--- config.mk ---
export PLATFORM = sky130hd
export DESIGN_NAME = param_data_memory
export DESIGN_NICKNAME = d
export VERILOG_FILES = /design/src/rtl/param_data_memory.sv
export SDC_FILE = /design/constraint.sdc
export NUM_CORES = 1
export LEC_CHECK = 0
export ABC_AREA = 1
export CORE_UTILIZATION = 40
export DETAILED_ROUTE_END_ITERATION = 8
export GPL_ROUTABILITY_DRIVEN = 0
export SLEW_MARGIN = 20
export SYNTH_ARGS = -nofsm -noshare
export SYNTH_HDL_FRONTEND = slang
export SYNTH_SLANG_ARGS = --single-unit
export TNS_END_PERCENT = 50
--- constraint.sdc ---
create_clock -name clk -period 1.5 [get_ports clk]
set_input_delay 0.375 -clock clk [delete_from_list [all_inputs] [get_ports clk]]
set_output_delay 0.375 -clock clk [all_outputs]
set_load 0.05 [all_outputs]
--- src/rtl/param_data_memory.sv ---
// Single-port synchronous data RAM with a post-reset clear sequencer,
// registered write-first read port and zero-returning out-of-range accesses.
module param_data_memory #(
  parameter int              DW        = 4,
  parameter int              AW        = 4,
  parameter int              DEPTH     = 16,
  parameter logic [DW-1:0]   CLEAR_VAL = '0
) (
  input  logic          clk,
  input  logic          rst,
  input  logic          we,
  input  logic [AW-1:0] addr,
  input  logic [DW-1:0] data_in,
  output logic [DW-1:0] data_out,
  output logic          busy
);

  localparam int            IW        = (DEPTH > 1) ? $clog2(DEPTH) : 1;
  localparam logic [IW-1:0] LAST      = IW'(DEPTH - 1);
  localparam logic [AW:0]   DEPTH_EXT = (AW+1)'(DEPTH);

  typedef enum logic {CLEAR = 1'b0, RUN = 1'b1} state_t;

  state_t        state;
  state_t        state_nxt;
  logic [IW-1:0] cnt;
  logic [DW-1:0] mem [DEPTH];

  logic          in_range;
  logic [IW-1:0] idx;
  logic          mem_we;
  logic [IW-1:0] mem_waddr;
  logic [DW-1:0] mem_wdata;

  function automatic logic addr_in_range(input logic [AW-1:0] a);
    return {1'b0, a} < DEPTH_EXT;
  endfunction

  assign in_range = addr_in_range(addr);
  assign idx      = addr[IW-1:0];

  // State register and clear counter
  always_ff @(posedge clk) begin
    if (rst) begin
      state <= CLEAR;
      cnt   <= '0;
    end else begin
      state <= state_nxt;
      if (state == CLEAR) cnt <= (cnt == LAST) ? '0 : cnt + 1'b1;
    end
  end

  always_comb begin
    state_nxt = state;
    if (state == CLEAR && cnt == LAST) state_nxt = RUN;
  end

  // While clearing, the array write port belongs to the sequencer; rst blocks all writes
  always_comb begin
    busy      = (state == CLEAR);
    mem_we    = 1'b0;
    mem_waddr = cnt;
    mem_wdata = CLEAR_VAL;
    if (!rst) begin
      if (state == CLEAR) begin
        mem_we = 1'b1;
      end else if (we && in_range) begin
        mem_we    = 1'b1;
        mem_waddr = idx;
        mem_wdata = data_in;
      end
    end
  end

  always_ff @(posedge clk) begin
    if (mem_we) mem[mem_waddr] <= mem_wdata;
  end

  // Registered read, write-first on a same-address write
  always_ff @(posedge clk) begin
    if (rst || state == CLEAR || !in_range) data_out <= '0;
    else if (we)                            data_out <= data_in;
    else                                    data_out <= mem[idx];
  end

endmodule

== After elaboration in Yosys (flattened, before gate mapping) ==
Memory sizes are Yosys's and may differ from the RTL's. A register that Yosys moved wholly into a read port is not among the register bits.
Cells that the tools add are included.
W data, S select, Z words.

* Word-level logic and storage cells: 20
* RAM bits: 64
* Memories: 1
* Output and inout port bits: 5
* Register bits: 5
* Input port bits: 11

* Add/subtract/negate cells: 1
* Reduce and logical (&&, ||, !) cells: 2
* Equality and inequality tests: 1
* Bitwise operators: 1
* Muxes and demuxes: 12

{| class="wikitable"
|+ Memories
! memory !! words !! width !! read ports !! clocked after Yosys merged registers in !! write ports !! line !! text
|-
| mem || 16 || 4 || 1 || 1 || 1 || 27 || <nowiki>logic [DW-1:0] mem [DEPTH];</nowiki>
|}

{| class="wikitable"
|+ Operators with widths
! cell !! number
|-
| $mux W4 || 7
|-
| $mux W1 || 5
|-
| $add A4 B1 Y4 const B || 1
|-
| $eq A4 B4 Y1 const B || 1
|-
| $logic_and A1 B1 Y1 || 1
|-
| $logic_or A1 B1 Y1 || 1
|-
| $not A1 Y1 || 1
|}

== Logic depth before layout (Yosys ltp) ==
Gate-level depths: netlist of the first run.

* Depth in word-level cells: 5
* Mapped depth: 11
* Depth with buffers taken out: 10

== Least setup slack after synthesis of the first run ==
No wires, ideal clock.

* Path type: input to register
* From: in addr[0]
* To: mem mem[13][0], enable pin
* Setup slack: -111 ps
* Buffers on the path: 2
* Required time: 1171 ps
* Data arrival time: 1281 ps
* Setup time: 329 ps
* Stages on the path: 6
* Cell sequence: buf_2 > clkbuf_1 > o21ai_1 > inv_1 > nand2_1 > nor2_1

* Word-level cells in the longest chain between the ends: 3

{| class="wikitable"
|+ Ends and longest elaborated chain
! item !! line !! text
|-
| start, declared || 12 || <nowiki>input logic [AW-1:0] addr,</nowiki>
|-
| $mux W4 || 67 || <nowiki>end else if (we && in_range) begin</nowiki>
|-
| $mux W4 || 65 || <nowiki>if (state == CLEAR) begin</nowiki>
|-
| $mux W4 || 64 || <nowiki>if (!rst) begin</nowiki>
|-
| end, declared || 27 ||
|}

Every way passes these cells.

== Worst setup path in the final report of the first run ==
* From: reg state
* To: mem mem[5][3], enable pin

* Word-level cells in the longest chain between the ends: 4
* Elaborated cells on any way between the ends: 6
* Those cells by class: mux: 6

{| class="wikitable"
|+ Ends and longest elaborated chain
! item !! line !! text
|-
| start, declared || 24 || <nowiki>state_t state;</nowiki>
|-
| start signal, assigned || 48 || <nowiki>state <= state_nxt;</nowiki>
|-
| $mux W1 || 65 ||
|-
| $mux W1 || 64 ||
|-
| $mux W1 || 76 || <nowiki>if (mem_we) mem[mem_waddr] <= mem_wdata;</nowiki>
|-
| $mux W1 (not written as such) || 76 ||
|}

Parallel ways exist; a longest one is shown, timed or not.

==> flow_summary.html, run 1 <==
<table>
<tr><th>Metric</th><th>Value</th></tr>
<tr><th colspan="2">STA</th></tr>
<tr><td>Transition at the pin with the smallest max-transition slack</td><td>402 ps</td></tr>
<tr><td>Final setup vio count</td><td>66</td></tr>
<tr><td>Highest achievable clock rate</td><td>627 MHz</td></tr>
<tr><td>Max-slew violation total from the final report</td><td>0</td></tr>
<tr><td>Fin worst setup slack</td><td>-93.7 ps</td></tr>
<tr><td>Slew headroom</td><td>73.1%</td></tr>
<tr><td>Post-Route Hold Slack</td><td>521 ps</td></tr>
<tr><td>Final Hold Vio Count</td><td>0</td></tr>
<tr><td>Shortest period the worst path allows</td><td>1590 ps</td></tr>
<tr><td>Worst-case clock skew</td><td>3.89 ps</td></tr>
<tr><td>Final period utilization</td><td>106%</td></tr>
<tr><td>Unrepaired setup endpoints after global routing</td><td>yes</td></tr>
<tr><th colspan="2">Routing</th></tr>
<tr><td>Routed wire length</td><td>7700 um</td></tr>
<tr><td>Violation count after the first detailed-route iteration</td><td>96</td></tr>
<tr><td>Detailed Routing Iterations Pass 1</td><td>4</td></tr>
<tr><td>Average wire length per cell after detail routing</td><td>16.0 um</td></tr>
<tr><td>Number of vias per cell after detailed routing</td><td>4.99</td></tr>
<tr><td>Antenna Nets Post-Route</td><td>0</td></tr>
<tr><td>Total number of vias</td><td>2394</td></tr>
<tr><td>Post-route DRC</td><td>0</td></tr>
<tr><th colspan="2">Logic synthesis</th></tr>
<tr><td>Number of warnings issued by yosys</td><td>0</td></tr>
<tr><td>Post-synthesis area per instance</td><td>9.98 um2</td></tr>
<tr><td>Count of flip-flops with a built-in enable after synthesis</td><td>64</td></tr>
<tr><td>Area of the mapped netlist</td><td>3240 um2</td></tr>
<tr><td>Gate Count Post-Synth</td><td>325</td></tr>
<tr><td>Sequential cell area fraction in the yosys report</td><td>64.8%</td></tr>
<tr><td>Primary flip-flop cell chosen by synthesis mapping</td><td>sky130_fd_sc_hd__edfxtp_1</td></tr>
<tr><td>Number of nets produced by synthesis</td><td>337</td></tr>
<tr><td>FF+latch count, synth</td><td>73</td></tr>
<tr><td>Synth unique cells</td><td>26</td></tr>
<tr><td>Share of synthesized registers carrying an async set or reset</td><td>0%</td></tr>
<tr><th colspan="2">Clock tree</th></tr>
<tr><td>Later-pin clock latency in the skew report</td><td>340 ps</td></tr>
<tr><td>Hold Buf Count CTS</td><td>0</td></tr>
<tr><td>CTS buffer count</td><td>9</td></tr>
<tr><td>Clock root cell</td><td>sky130_fd_sc_hd__clkbuf_8</td></tr>
<tr><td>Longest Clk Path Bufs</td><td>2</td></tr>
<tr><td>TritonCTS clock tree</td><td>done</td></tr>
<tr><td>Clock slew seen by the registers of the worst setup and hold paths</td><td>70 ps</td></tr>
<tr><td>H-tree depth</td><td>3</td></tr>
<tr><td>Number of clock sinks</td><td>73</td></tr>
<tr><th colspan="2">Pwr</th></tr>
<tr><td>Share of total power in sequential cells</td><td>54.0%</td></tr>
<tr><td>Fraction of power spent switching nets</td><td>23.8%</td></tr>
<tr><td>Cell-internal power</td><td>3120 uW</td></tr>
<tr><td>Switching power</td><td>972 uW</td></tr>
<tr><td>Part of the power in the clock network</td><td>35.4%</td></tr>
<tr><td>Worst ir drop on vdd</td><td>0.426 mV</td></tr>
<tr><td>Combinational group share of total power</td><td>10.6%</td></tr>
<tr><td>Power Density</td><td>948 nW/um2</td></tr>
<tr><td>Leakage power</td><td>0.00172 uW</td></tr>
<tr><th colspan="2">Worst setup path</th></tr>
<tr><td>Crit. End Element</td><td>register</td></tr>
<tr><td>Worst Path Class, Setup</td><td>register to register</td></tr>
<tr><td>Data required time at the worst endpoint</td><td>1540 ps</td></tr>
<tr><td>Setup slack of the most critical reg-to-reg path</td><td>-90 ps</td></tr>
<tr><td>Arrival time at the worst endpoint</td><td>1640 ps</td></tr>
<tr><td>Worst Setup Start Kind</td><td>register</td></tr>
<tr><td>Maximum net fanout on the critical path</td><td>6</td></tr>
<tr><th colspan="2">Floorplanning</th></tr>
<tr><td>Full die area</td><td>8480 um2</td></tr>
<tr><td>Number of rows created at floorplan</td><td>32</td></tr>
<tr><td>Top-Level Pins</td><td>16</td></tr>
<tr><td>Core outline area</td><td>7770 um2</td></tr>
<tr><td>Die W</td><td>92.1 um</td></tr>
<tr><td>Die height</td><td>92.1 um</td></tr>
<tr><td>Initial Util</td><td>41.8%</td></tr>
<tr><th colspan="2">Global route</th></tr>
<tr><td>GR met2 Demand/Resource</td><td>32.4%</td></tr>
<tr><td>Overall overflow remaining after global route</td><td>0</td></tr>
<tr><td>Most used routing layer</td><td>met2</td></tr>
<tr><td>Largest net degree at the start of global routing</td><td>28</td></tr>
<tr><td>Global Route Usage Sum</td><td>19.8%</td></tr>
<tr><td>Number of antenna violations at the first check in global routing</td><td>0</td></tr>
<tr><td>First-pass GRT wire length</td><td>12300 um</td></tr>
<tr><td>Met3 routing resource usage after global routing</td><td>3.23%</td></tr>
<tr><td>Via count of the first global-routing pass</td><td>2461</td></tr>
<tr><td>Global-route track usage on met1</td><td>25.7%</td></tr>
<tr><th colspan="2">Finish</th></tr>
<tr><td>Register Area</td><td>2110 um2</td></tr>
<tr><td>Count of inserted antenna diode cells</td><td>0</td></tr>
<tr><td>Ratio of cells with drive above 1 in the final layout</td><td>26.7%</td></tr>
<tr><td>Final non-filler cell total</td><td>480</td></tr>
<tr><td>Area used by multi-input combinational logic</td><td>1230 um2</td></tr>
<tr><td>Post-layout util</td><td>55.5%</td></tr>
<tr><td>Number of nets in the finished design</td><td>386</td></tr>
<tr><td>Growth of design area from synthesis to finish</td><td>33.0%</td></tr>
<tr><td>Layout filler cell count</td><td>692</td></tr>
<tr><th colspan="2">Place</th></tr>
<tr><td>Post-placement cell count</td><td>462</td></tr>
<tr><td>Number of port buffers</td><td>15</td></tr>
<tr><td>Estimated wirelength of the detail-placed design</td><td>5300 um</td></tr>
<tr><th colspan="2">Run status</th></tr>
<tr><td>Run status</td><td>finished with violations</td></tr>
<tr><td>Violations in the final reports</td><td>setup timing</td></tr>
<tr><th colspan="2">Flow run</th></tr>
<tr><td>Maxcap violations</td><td>0</td></tr>
<tr><th colspan="2">Hold path</th></tr>
<tr><td>Hold WC Path Type</td><td>input pin to register</td></tr>
</table>
[stage by stage]
stage	area [um2]	TNS, ps	setup WS [ps]	total power [uW]
finish	4310	-4310	-93.7	4090
global route	4310	-9810	-184	4260
CTS	4270	-5480	-110	4100
detailed placement	3900	-64760	-684	2620
global placement	3900	-62070	-645	2620
floorplan	3310	-1820	-42.1	2470
[layer usage]
layer  wire (um)  part of all wire [%]
met1        3400                    44
met2        3840                    50
met3         318                   4.1
met4         141                   1.8
met5           0                     0
[worst max-delay path, cell delays in order (launching register included)]
cell and delay, ps:
sky130_fd_sc_hd__dfxtp_4 380, sky130_fd_sc_hd__nand3_4 110, sky130_fd_sc_hd__buf_6 160, sky130_fd_sc_hd__o21ai_4 160, sky130_fd_sc_hd__buf_6 140, sky130_fd_sc_hd__nand3_4 150, sky130_fd_sc_hd__nor2_4 200
[synthesized netlist by cell type, types with 2 or more instances]
cell type / count / area share, %
sky130_fd_sc_hd__nand2_1: 68 / 7.9
sky130_fd_sc_hd__edfxtp_1: 64 / 59
sky130_fd_sc_hd__nor2_1: 56 / 6.5
sky130_fd_sc_hd__nand3_1: 36 / 5.6
sky130_fd_sc_hd__inv_1: 23 / 2.7
sky130_fd_sc_hd__o21ai_0: 23 / 3.5
sky130_fd_sc_hd__a21oi_1: 9 / 1.4
sky130_fd_sc_hd__dfxtp_1: 9 / 5.6
sky130_fd_sc_hd__buf_2: 7 / 1.1
sky130_fd_sc_hd__inv_2: 4 / 0.46
sky130_fd_sc_hd__nand2_2: 3 / 0.58
sky130_fd_sc_hd__nand3_2: 3 / 0.93
sky130_fd_sc_hd__o211ai_1: 3 / 0.69
sky130_fd_sc_hd__o21ai_1: 3 / 0.46
sky130_fd_sc_hd__clkbuf_1: 2 / 0.23
sky130_fd_sc_hd__nor3_1: 2 / 0.31
[cell type report]
cell class | count | share of cell area [%]
flip-flops and latches | 73 | 48.8
multi-input cells | 212 | 28.5
repair buffers | 50 | 12.8
clock buffers | 10 | 2.96
well taps | 102 | 2.96
inverters | 28 | 2.61
clock inverters | 5 | 1.33
[timing repair]
action,4_1_cts,5_1_grt
setup buffers,2,1
endpoints found under the hold margin,0,0
pin swaps,9,10
endpoints found under the setup margin,68,100
resized for setup,48,9
[power by group through the flow]
stage | clock [uW] | sequential (uW) | combinational [uW]
2_1_floorplan | 0 | 2260 | 211
3_3_place_gp | 0 | 2260 | 361
3_5_place_dp | 0 | 2260 | 366
4_1_cts | 1480 | 2210 | 410
5_1_grt | 1570 | 2210 | 474
6_report | 1450 | 2210 | 434
[registers in the layout, summed over array words and instances, names as in the netlist]
| name | cells |
|---|---|
| data_out | 4 |
| state | 1 |
| mem | 64 |
| cnt | 4 |
[kinds of logic after synthesis]
logic type / after synthesis / synth area share (%)
and+or+nand+nor: 170 / 22.6
DFF: 73 / 64.8
AOI/OAI and AO/OA: 41 / 6.83
buffers and inverters: 40 / 5.40
adders and majority gates: 1 / 0.386
[final timing paths]
path / startpoint / to / cells after the start
min reg2reg: cnt[2]$_SDFFE_PP0N_ / state$_SDFFE_PP0P_ / 2
max reg2reg: state$_SDFFE_PP0P_ / mem[5][3]$_DFFE_PP_ / 6
min: rst / state$_SDFFE_PP0P_ / 3
max: state$_SDFFE_PP0P_ / mem[5][3]$_DFFE_PP_ / 6
[layout by cell type, fill, tap and decap left out, types with 12 or more instances in the layout]
master	netlist	layout
sky130_fd_sc_hd__edfxtp_1	64	64
sky130_fd_sc_hd__nor2_4	1	18
sky130_fd_sc_hd__nand3_1	36	34
sky130_fd_sc_hd__nor2_1	56	38
sky130_fd_sc_hd__buf_4	1	25
sky130_fd_sc_hd__nand2_1	68	62
sky130_fd_sc_hd__buf_12	0	12
sky130_fd_sc_hd__inv_1	23	20
sky130_fd_sc_hd__o21ai_0	23	22
(Power assumes the default switching activity.)
==> inputs of run 2 (changes only) <==
Settings changed: CORE_UTILIZATION 40 to 53, GPL_TIMING_DRIVEN set to 0, PLACE_DENSITY set to 0.74.
==> run 2 against run 1 <==
Clock power rose by 28%. Cell area fell by 4.0%. Critical endpoint is now mem[9][3]$_DFFE_PP_. Via count rose by 2.3%. First-iteration DRC count rose by 120%. The run still ends with setup timing left. Setup slack got worse by 94 ps. Sequential power barely moved. Global-route usage rose by 6.6 points. Die area fell by 24%. Total power rose by 9.1%. Non-clock buffer count fell by 16. Highest routed layer unchanged. Routed wire length rose by 2.3%.
==> flow_summary.html, run 2 (synthesis gave the netlist of run 1 again) <==
<table>
<tr><th>Metric</th><th>Value</th></tr>
<tr><th colspan="2">STA</th></tr>
<tr><td>Worst-case clock skew</td><td>10.1 ps (+6.22 ps)</td></tr>
<tr><td>Final period utilization</td><td>112% (+6.2 points)</td></tr>
<tr><td>Slew headroom</td><td>77.2% (+4.1 points)</td></tr>
<tr><td>Final TNS setup</td><td>-9340 ps (-5020 ps)</td></tr>
<tr><td>Max-slew violation total from the final report</td><td>0 (unchanged)</td></tr>
<tr><td>Shortest period the worst path allows</td><td>1690 ps (+93.7 ps)</td></tr>
<tr><td>Final Hold Vio Count</td><td>0 (unchanged)</td></tr>
<tr><td>Final setup vio count</td><td>96 (+45%)</td></tr>
<tr><td>Post-Route Hold Slack</td><td>348 ps (-174 ps)</td></tr>
<tr><td>Fin worst setup slack</td><td>-187 ps (-93.7 ps)</td></tr>
<tr><td>Highest achievable clock rate</td><td>593 MHz (-5.6%)</td></tr>
<tr><td>Unrepaired setup endpoints after global routing</td><td>yes</td></tr>
<tr><td>Transition at the pin with the smallest max-transition slack</td><td>341 ps (-60.7 ps)</td></tr>
<tr><th colspan="2">Floorplanning</th></tr>
<tr><td>Die W</td><td>80.2 um (-13%)</td></tr>
<tr><td>Initial Util</td><td>54.8% (+13 points)</td></tr>
<tr><td>Number of rows created at floorplan</td><td>28 (-13%)</td></tr>
<tr><td>Die height</td><td>80.2 um (-13%)</td></tr>
<tr><td>Full die area</td><td>6440 um2 (-24%)</td></tr>
<tr><td>Top-Level Pins</td><td>16 (unchanged)</td></tr>
<tr><td>Core outline area</td><td>5920 um2 (-24%)</td></tr>
<tr><th colspan="2">Finish</th></tr>
<tr><td>Ratio of cells with drive above 1 in the final layout</td><td>28.1% (+1.4 points)</td></tr>
<tr><td>Largest register FFs</td><td>64 (unchanged)</td></tr>
<tr><td>Most common cell after layout, fill and taps aside</td><td>sky130_fd_sc_hd__edfxtp_1</td></tr>
<tr><td>Highest-count cells in the layout ignoring fill and taps</td><td>64 x sky130_fd_sc_hd__edfxtp_1, 58 x sky130_fd_sc_hd__nand2_1, 37 x sky130_fd_sc_hd__nor2_1</td></tr>
<tr><td>Count of inserted antenna diode cells</td><td>0 (unchanged)</td></tr>
<tr><td>Largest registers in the final layout</td><td>mem x64, cnt x4, data_out x4</td></tr>
<tr><td>Layout filler cell count</td><td>407 (-41%)</td></tr>
<tr><td>Total non-filler cell area in the finished layout</td><td>4140 um2 (-4.0%)</td></tr>
<tr><td>Largest register by flop count</td><td>mem</td></tr>
<tr><td>Number of nets in the finished design</td><td>370 (-4.1%)</td></tr>
<tr><td>Growth of design area from synthesis to finish</td><td>27.7%</td></tr>
<tr><th colspan="2">Routing</th></tr>
<tr><td>Average wire length per cell after detail routing</td><td>18.0 um (+12%)</td></tr>
<tr><td>Routed wire length</td><td>7880 um (+2.3%)</td></tr>
<tr><td>Post-route DRC</td><td>0 (unchanged)</td></tr>
<tr><td>Violation count after the first detailed-route iteration</td><td>208 (+120%)</td></tr>
<tr><td>Number of vias per cell after detailed routing</td><td>5.59 (+12%)</td></tr>
<tr><td>Antenna Nets Post-Route</td><td>0 (unchanged)</td></tr>
<tr><td>Total number of vias</td><td>2448 (+2.3%)</td></tr>
<tr><td>Detailed Routing Iterations Pass 1</td><td>5 (+1)</td></tr>
<tr><th colspan="2">Worst setup path</th></tr>
<tr><td>Worst Path Class, Setup</td><td>register to register</td></tr>
<tr><td>Crit. End Element</td><td>register</td></tr>
<tr><td>Arrival time at the worst endpoint</td><td>1730 ps (+90 ps)</td></tr>
<tr><td>Data required time at the worst endpoint</td><td>1540 ps (about the same)</td></tr>
<tr><td>Max incr delay on CP</td><td>370 ps (about the same)</td></tr>
<tr><td>Worst Setup Start Kind</td><td>register</td></tr>
<tr><td>Cells traversed along the worst timing path</td><td>nand3_4, buf_8, o21ai_4, nor3_4, nand2_4, nor2_4</td></tr>
<tr><td>Slowest-stage cell, CP</td><td>sky130_fd_sc_hd__dfxtp_4</td></tr>
<tr><td>Maximum net fanout on the critical path</td><td>5 (-1)</td></tr>
<tr><th colspan="2">Global route</th></tr>
<tr><td>Overall overflow remaining after global route</td><td>0 (unchanged)</td></tr>
<tr><td>Largest net degree at the start of global routing</td><td>17 (-39%)</td></tr>
<tr><td>First-pass GRT wire length</td><td>12000 um (-2.6%)</td></tr>
<tr><td>Global Route Usage Sum</td><td>26.4% (+6.6 points)</td></tr>
<tr><td>Number of antenna violations at the first check in global routing</td><td>0 (unchanged)</td></tr>
<tr><td>Via count of the first global-routing pass</td><td>2346 (-4.7%)</td></tr>
<tr><th colspan="2">Clock tree</th></tr>
<tr><td>Number of clock sinks</td><td>73 (unchanged)</td></tr>
<tr><td>Clock root cell</td><td>sky130_fd_sc_hd__clkbuf_8</td></tr>
<tr><td>Clock slew seen by the registers of the worst setup and hold paths</td><td>80 ps (about the same)</td></tr>
<tr><td>CTS buffer count</td><td>9 (unchanged)</td></tr>
<tr><td>Later-pin clock latency in the skew report</td><td>350 ps (about the same)</td></tr>
<tr><td>H-tree depth</td><td>3 (unchanged)</td></tr>
<tr><td>TritonCTS clock tree</td><td>done</td></tr>
<tr><td>Longest Clk Path Bufs</td><td>2 (unchanged)</td></tr>
<tr><th colspan="2">Hold path</th></tr>
<tr><td>Hold WC Path Type</td><td>input pin to register</td></tr>
<tr><th colspan="2">Run status</th></tr>
<tr><td>Violations in the final reports</td><td>setup timing</td></tr>
<tr><td>Run status</td><td>finished with violations</td></tr>
<tr><th colspan="2">Place</th></tr>
<tr><td>Estimated wirelength of the detail-placed design</td><td>5080 um (-4.1%)</td></tr>
<tr><td>Post-Place Setup Slack</td><td>-998 ps (-314 ps)</td></tr>
<tr><td>Number of port buffers</td><td>13 (-2)</td></tr>
<tr><td>Post-Place Cell Area</td><td>3540 um2 (-9.2%)</td></tr>
<tr><th colspan="2">Pwr</th></tr>
<tr><td>Worst ir drop on vdd</td><td>0.654 mV (+53%)</td></tr>
<tr><td>Leakage power</td><td>0.00161 uW (-6.3%)</td></tr>
<tr><td>Power Density</td><td>1080 nW/um2 (+14%)</td></tr>
<tr><th colspan="2">Flow run</th></tr>
<tr><td>Maxcap violations</td><td>0 (unchanged)</td></tr>
</table>
## run 2: final timing paths
check | from | to | slack [ps] | cells after the start
setup / recovery | state$_SDFFE_PP0P_ | mem[9][3]$_DFFE_PP_ | -190 | 6
hold / removal | rst | state$_SDFFE_PP0P_ | 350 | 2
setup reg to reg | state$_SDFFE_PP0P_ | mem[9][3]$_DFFE_PP_ | -190 | 6
hold reg to reg | cnt[3]$_SDFFE_PP0N_ | cnt[3]$_SDFFE_PP0N_ | 480 | 1
## run 2: critical path, delay by kind of cell (launching register included)
family	cells	cell delay [ps]
AND/OR/NAND/NOR	4	760
flip-flops	1	370
buffers and inverters	1	150
AO/OA/AOI/OAI	1	90
## run 2: area by class of cell
cell class                      instances  area, um2  area share, %
Timing Repair Buffer                   22        249           6.01
Clock inverter                          7        116           2.81
Tap cell                               75       93.8           2.27
Buffer                                 12       78.8           1.90
Inverter                               28        126           3.05
Multi-Input combinational cell        212       1250           30.1
Clock buffer                            9        124           2.99
Sequential cell                        73       2110           50.9
## run 2: metal layers
layer / GRT usage (%) / part of all wire, %
met3: 7.84 / 8.0
met2: 41.2 / 49
met1: 33.5 / 41
met4: 12.7 / 2.6
met5: 0 / 0
## run 2: timing repair
item,CTS,global route
setup endpoints to repair,137,116
hold buffers,0,0
buffers inserted,5,3
resized for setup,75,16
gates cloned,1,0
endpoints found under the hold margin,0,0
pin swaps,10,6
## run 2: power by group
group          switching [uW]  internal (uW)  leakage [uW]  total, uW
Combinational             260            128      0.000736        388
Sequential               10.4           2200      0.000756       2210
Clock                     754           1110      0.000122       1860
Total                    1020           3440       0.00161       4460
## run 2: stage by stage
step           std cells  util, %  total power [uW]
3_3_place_gp         413     59.7              2560
3_5_place_dp         413     59.7              2560
5_1_grt              438     70.0              4590
2_1_floorplan        325        -              2470
6_report             438     70.0              4460
4_1_cts              435     68.8              4440
